--- src/rtl/sync_pkg.sv ---
// Shared constants and helpers for the synchronizer bank.
//   MIN_STAGES : smallest legal synchronizer chain depth
//   MIN_FILTER : smallest legal stability filter length (1 = pass-through)
//   cnt_width  : width of the per-channel stability counter
package sync_pkg;

  localparam int MIN_STAGES = 2;
  localparam int MIN_FILTER = 1;

  // The counter only has to reach FILTER-1, so clog2(FILTER+1) is enough.
  // Keep at least one bit so FILTER=1 still gets a legal vector.
  function automatic int cnt_width(input int filter);
    int w;
    w = $clog2(filter + 1);
    return (w < 1) ? 1 : w;
  endfunction

endpackage

--- src/rtl/sync_edge_ch.sv ---
// One synchronizer channel: flop chain, stability filter, registered level
// and rise/fall pulse decode.
//   clk        : clock
//   reset      : synchronous, active-high reset
//   async_in   : asynchronous level input
//   level_out  : synchronized, filtered level
//   rise_pulse : one-cycle pulse when level_out goes 0->1
//   fall_pulse : one-cycle pulse when level_out goes 1->0
module sync_edge_ch
  import sync_pkg::*;
#(
  parameter int   STAGES    = 2,
  parameter int   FILTER    = 1,
  parameter logic RESET_BIT = 1'b0
) (
  input  logic clk,
  input  logic reset,
  input  logic async_in,
  output logic level_out,
  output logic rise_pulse,
  output logic fall_pulse
);

  localparam int              CNT_W    = cnt_width(FILTER);
  localparam logic [CNT_W-1:0] CNT_LAST = CNT_W'(FILTER - 1);

  logic [STAGES-1:0] sync_q, sync_d;
  logic [CNT_W-1:0]  cnt_q, cnt_d;
  logic              level_q, level_d;
  logic              prev_q;
  logic              synced;

  assign synced = sync_q[STAGES-1];

  always_comb begin
    // Plain shift: nothing combinational between chain flops.
    sync_d  = {sync_q[STAGES-2:0], async_in};
    cnt_d   = cnt_q;
    level_d = level_q;
    if (synced == level_q) begin
      // Any return to the accepted level discards a partial run (glitch).
      cnt_d = '0;
    end else if (cnt_q == CNT_LAST) begin
      level_d = synced;
      cnt_d   = '0;
    end else begin
      cnt_d = cnt_q + 1'b1;
    end
  end

  always_ff @(posedge clk) begin
    if (reset) begin
      sync_q  <= {STAGES{RESET_BIT}};
      cnt_q   <= '0;
      level_q <= RESET_BIT;
      prev_q  <= RESET_BIT;
    end else begin
      sync_q  <= sync_d;
      cnt_q   <= cnt_d;
      level_q <= level_d;
      prev_q  <= level_q;
    end
  end

  // Decoded from two flops only, so the pulses cannot glitch. Resetting
  // prev together with level keeps reset itself from producing a pulse.
  assign level_out  = level_q;
  assign rise_pulse = level_q & ~prev_q;
  assign fall_pulse = ~level_q & prev_q;

endmodule

--- src/rtl/sync_edge_bank.sv ---
// Bank of WIDTH independent single-bit synchronizers with glitch filter and
// edge detection. Not for multi-bit buses that must stay coherent.
//   clk        : sole clock, rising edge
//   reset      : synchronous, active-high reset
//   async_in   : asynchronous level inputs [WIDTH]
//   level_out  : synchronized, filtered levels [WIDTH]
//   rise_pulse : per-channel one-cycle 0->1 pulse [WIDTH]
//   fall_pulse : per-channel one-cycle 1->0 pulse [WIDTH]
//   any_change : OR of every rise and fall pulse
module sync_edge_bank
  import sync_pkg::*;
#(
  parameter int               WIDTH     = 4,
  parameter int               STAGES    = 2,
  parameter int               FILTER    = 1,
  parameter logic [WIDTH-1:0] RESET_VAL = {WIDTH{1'b0}}
) (
  input  logic             clk,
  input  logic             reset,
  input  logic [WIDTH-1:0] async_in,
  output logic [WIDTH-1:0] level_out,
  output logic [WIDTH-1:0] rise_pulse,
  output logic [WIDTH-1:0] fall_pulse,
  output logic             any_change
);

  if (WIDTH < 1) begin : g_err_width
    $error("sync_edge_bank: WIDTH must be >= 1");
  end
  if (STAGES < MIN_STAGES) begin : g_err_stages
    $error("sync_edge_bank: STAGES must be >= %0d", MIN_STAGES);
  end
  if (FILTER < MIN_FILTER) begin : g_err_filter
    $error("sync_edge_bank: FILTER must be >= %0d", MIN_FILTER);
  end

  for (genvar i = 0; i < WIDTH; i++) begin : g_ch
    sync_edge_ch #(
      .STAGES    (STAGES),
      .FILTER    (FILTER),
      .RESET_BIT (RESET_VAL[i])
    ) u_ch (
      .clk        (clk),
      .reset      (reset),
      .async_in   (async_in[i]),
      .level_out  (level_out[i]),
      .rise_pulse (rise_pulse[i]),
      .fall_pulse (fall_pulse[i])
    );
  end

  assign any_change = |(rise_pulse | fall_pulse);

endmodule

--- config.mk ---
export PLATFORM = sky130hd
export DESIGN_NAME = sync_edge_bank
export DESIGN_NICKNAME = d
export VERILOG_FILES = /design/src/rtl/sync_pkg.sv /design/src/rtl/sync_edge_ch.sv /design/src/rtl/sync_edge_bank.sv
export SDC_FILE = /design/constraint.sdc
export NUM_CORES = 1
export LEC_CHECK = 0
export CORE_UTILIZATION = 35
export DETAILED_ROUTE_END_ITERATION = 12
export PLACE_DENSITY = 0.61
export SLEW_MARGIN = 5
export SYNTH_ARGS = -nofsm -noshare
export SYNTH_HDL_FRONTEND = slang
export SYNTH_SLANG_ARGS = --single-unit
--- constraint.sdc ---
create_clock -name clk -period 2.32 [get_ports clk]
set_input_delay 0.464 -clock clk [delete_from_list [all_inputs] [get_ports clk]]
set_output_delay 0.464 -clock clk [all_outputs]
set_load 0.01 [all_outputs]
# Word level (Yosys, flattened, before mapping)

Index checks and enable logic that the tools add are counted.

Input bits: 6
Word-level logic and storage cells: 58
Output and inout port bits: 13
Register bits: 20

Reductions and logical operators: 9
Eq/ne operators: 4
Bitwise gates (word level): 25
Add/subtract/negate cells: 4

Operators with widths:

| cell                  | number |
|---|---|
| $not A1 Y1            | 16 |
| $reduce_or A3 Y1      | 4 |
| $and A1 B1 Y1         | 8 |
| $reduce_and A2 Y1     | 4 |
| $add A1 B1 Y1 const B | 4 |
| $eq A1 B1 Y1          | 4 |
| $or A4 B4 Y4          | 1 |
| $reduce_or A4 Y1      | 1 |

# Longest topological paths before layout

Word-level depth: 4
Mapped depth: 3
Mapped depth without buffers: 3

# Hierarchy

Synthesis repeated with hierarchy kept, for this count alone.

Cell total of the unflattened synthesis: 55
Area total of the unflattened synthesis: 611.8 sq um

Modules (own cells, without submodules):

| module         | cells an instance | area an instance (sq um) | times used | seq. area each (sq um) |
|---|---|---|---|---|
| sync_edge_ch   | 13                | 148.9                    | 4          | 100.1 |
| sync_edge_bank | 3                 | 16.3                     | 1          | 0.0 |

# Least setup slack after synthesis

No wires, ideal clock.

Path type: flip-flop to output port
From: register g_ch[2].u_ch.prev_q
To: output any_change
Buffers on the path: 0
Data required time: 1.856 ns
Data arrival time: 0.753 ns
Stages on the path, launching flop included: 4
Slack: 1.103 ns
Path through: dfxtp_1 -> inv_1 -> ha_1 -> nand4_1

Cells in the longest elaborated chain, start to end: 4
Elaborated cells on any way between the ends: 5
Classes of those cells: bitwise (4); reduce/logical (1)

Ends and longest elaborated chain:

| what                   | RTL line             | source |
|---|---|---|
| from (decl)            | sync_edge_ch.sv:30   | `logic prev_q;` |
| from (signal assigned) | sync_edge_ch.sv:61   | `prev_q <= level_q;` |
| $not A1 Y1             | sync_edge_ch.sv:68   | `assign rise_pulse = level_q & ~prev_q;` |
| $and A1 B1 Y1          | sync_edge_ch.sv:68   |  |
| $or A4 B4 Y4 *         | sync_edge_bank.sv:52 | `assign any_change = \|(rise_pulse \| fall_pulse);` |
| $reduce_or A4 Y1 *     | sync_edge_bank.sv:52 |  |
| to (decl)              | sync_edge_bank.sv:24 | `output logic any_change` |

Mark *: on every way between the ends. The rest lies on a longest branch, timed or not.

# Worst setup path after layout

Same ends and word-level chain as after synthesis.

==> impl_metrics.csv <==
group,metric,value,unit
status,status,"completed",
critical_path,reg2reg_to,"g_ch[3].u_ch.level_out$_SDFFE_PP0P_",
logic_synthesis,avgSynthCellArea,10.94,um^2
timing,final.setup_skew,3.064,ps
layout,num-nets-final,98,
critical_path,worstPathArrival,1580,ps
die,die-area,2412,um^2
critical_path,r2r_cells,2,
pwr,finalPower,0.0005939,W
hold_path,hold_path_depth,1,
die,die_w,49.12,um
hold_path,hold_start,"g_ch[2].u_ch.sync_q[0]$_SDFF_PP0_",
timing,maxSlewViolCount,0,
logic_synthesis,synth_area_leader_cell,"dfxtp_1",
cts,clk_path_buf_depth,2,
logic_synthesis,netlist_area,777.0,um^2
logic_synthesis,synth_top_area_share,51.53,%
die,start_util,38.43,%
cts,cts_resized,0,
grt,track_usage,8.333,%
critical_path,path_delay_family,"buffers and inverters",
timing,min_period,2041,ps
run,drv_cap,0,
grt,grt_overflow,0,
logic_synthesis,yosysSeqAreaShare,51.53,%
cts,cts_setup_buffers,0,
cts,holdBufCountCts,0,
critical_path,r2r_slack,1640,ps
drt,dr.first_iter.drc_count,1,
drt,wl,823,um
grt,grt_pass1_wl,1.538,mm
layout,fillers,202,
critical_path,worstSetupStartpointType,"flop",
cts,cts_tree,"yes",
drt,detail-route-antenna-nets,0,
placed_design,dp_hpwl,627.4,um
logic_synthesis,synth_edf_count,0,
logic_synthesis,synth-async-reset-ratio,0,%
timing,timing.fmax,490.0,MHz
timing,grt_setup_unrepaired,"no",
die,ios,19,
grt,grt_pass1_vias,408,
logic_synthesis,yosys-top-cells-area,"dfxtp_1, ha_1, buf_4",
drt,vias,413,
critical_path,worstPathMaxFanout,2,
logic_synthesis,ys_warn_count,0,
cts,cts.sinks,20,
critical_path,slowest_stage,"clkdlybuf4s50_1",
pwr,p_leak,0.3979,nW
die,die_y,49.12,um
grt,antenna_found_initial,0,
die,core-area,2022,um^2
placed_design,place_congestion,0.6160,
critical_path,crit_type,"flop to output pin",
cts,root_buffer,"clkbuf_4",
drt,dr.pass1.iters,2,
cts,path_clk_slew,100,ps
logic_synthesis,synth.most_common_cell,"dfxtp_1",
hold_path,whs_endpoint,"g_ch[2].u_ch.sync_q[1]$_SDFF_PP0_",
hold_path,min_path_type,"flop to flop",
critical_path,crit_path_max_incr_delay,530,ps
timing,hold_ws,449.3,ps
pwr,ir_drop,0.2929,mV
grt,grt_start_max_net_pins,17,
cts,h-tree-depth,1,
layout,syn_to_final_growth,20.61,%
logic_synthesis,synth_ff_type,"dfxtp_1",
placed_design,dpl_cell_area,900.9,um^2
critical_path,worstSetupEndpointType,"output pin",
drt,wire_per_inst,7.482,um
timing,worstMarginPinSlew,511.0,ps
timing,hold_viol_final,0,
drt,avgViaCountPerCell,3.755,
layout,stdcell_area,937.1,um^2
critical_path,worstPathCellList,"inv_1 -> ha_1 -> nand4_1 -> clkdlybuf4s50_1",
logic_synthesis,yosysUniqueCellTypes,11,
layout,register_area,400.4,um^2
logic_synthesis,ys_top_cells_by_count,"dfxtp_1, buf_4, ha_1, inv_1, nor2_1",
logic_synthesis,ys_ff_latch,20,
critical_path,cp_num_buf_inv,2,
cts,cts_made_buffers,3,
layout,final_util,46.35,%
die,placementRows,16,
critical_path,r2r-start,"g_ch[3].u_ch.cnt_q$_SDFF_PP0_",
critical_path,crit_required,1860,ps
timing,maxSlewHeadroom,65.83,%
pwr,p_per_area,633.7,nW/um^2
layout,drive_gt1_share,12.05,%
layout,multi_input_area,256.5,um^2
placed_design,port_buffers,18,
cts,clk_latency,290,ps
timing,setup_viol,0,
layout,diodes,0,
drt,drc_errors,0,
logic_synthesis,synth_cells,71,
timing,fin_tns_setup,0,ps
timing,min_period_over_period,87.96,%
==> routing by layer <==
metal	global-route usage, %	wire length, um	vias to the layer above
met5	0	0	-
met4	5.882	0	0
met3	1.869	53	0
met2	14.84	400	15
met1	8.478	369	176
li1	-	-	222
==> placed cells by master (no fill, tap or decap) <==
cell type	n
dfxtp_1	20
clkdlybuf4s50_1	18
inv_1	8
nor2_1	8
ha_1	8
and2b_2	6
mux2i_1	4
conb_1	4
clkbuf_4	3
nor2b_1	2
nand4_1	1
clkbuf_8	1
==> state kept, by name, indices dropped and copies added (netlist names) <==
signal,flops
g_ch.u_ch.cnt_q,4
g_ch.u_ch.level_out,4
g_ch.u_ch.prev_q,4
g_ch.u_ch.sync_q,8
==> metrics by stage <==
step / cells / setup slack [ps]
after floorplan: 74 / 1103
after global placement: 106 / 594.2
after detailed placement: 106 / 585.4
after CTS: 110 / 249.3
after global routing: 110 / 193.2
final: 110 / 279.4
==> cell families after synthesis <==
logic type	synth area share, %
fa+ha+maj	12.88
other cells	0.4826
simple gates	13.04
flops	51.53
buf+inv	16.91
mux	5.153
==> cell type report <==
| class | count | area share, % |
|---|---|---|
| multi-input cells | 33 | 27.37 |
| repair buffers | 18 | 19.23 |
| clock buffers | 4 | 3.872 |
| inverters | 8 | 3.204 |
| well taps | 27 | 3.605 |
| flip-flops and latches | 20 | 42.72 |
==> worst register-to-register path, stage by stage (launching register included) <==
cell     delay, ps
dfxtp_1        340
mux2i_1        180
nor2_1          50
==> power breakdown <==
part           internal (W)  switching (W)
Sequential         0.000356     0.00000509
Clock             0.0000955      0.0000935
Combinational     0.0000283      0.0000154
Total              0.000480       0.000114
==> worst max-delay path by stage <==
stage,slack [ps],to,cells after the start,startpoint
after floorplan,1100,any_change,3,g_ch[2].u_ch.prev_q$_SDFF_PP0_
after global placement,590,any_change,4,g_ch[2].u_ch.prev_q$_SDFF_PP0_
after detailed placement,590,any_change,4,g_ch[2].u_ch.prev_q$_SDFF_PP0_
after CTS,250,any_change,4,g_ch[2].u_ch.prev_q$_SDFF_PP0_
after global routing,190,any_change,4,g_ch[2].u_ch.prev_q$_SDFF_PP0_
final,280,any_change,4,g_ch[2].u_ch.prev_q$_SDFF_PP0_
Power figures use the tool's default switching activity.
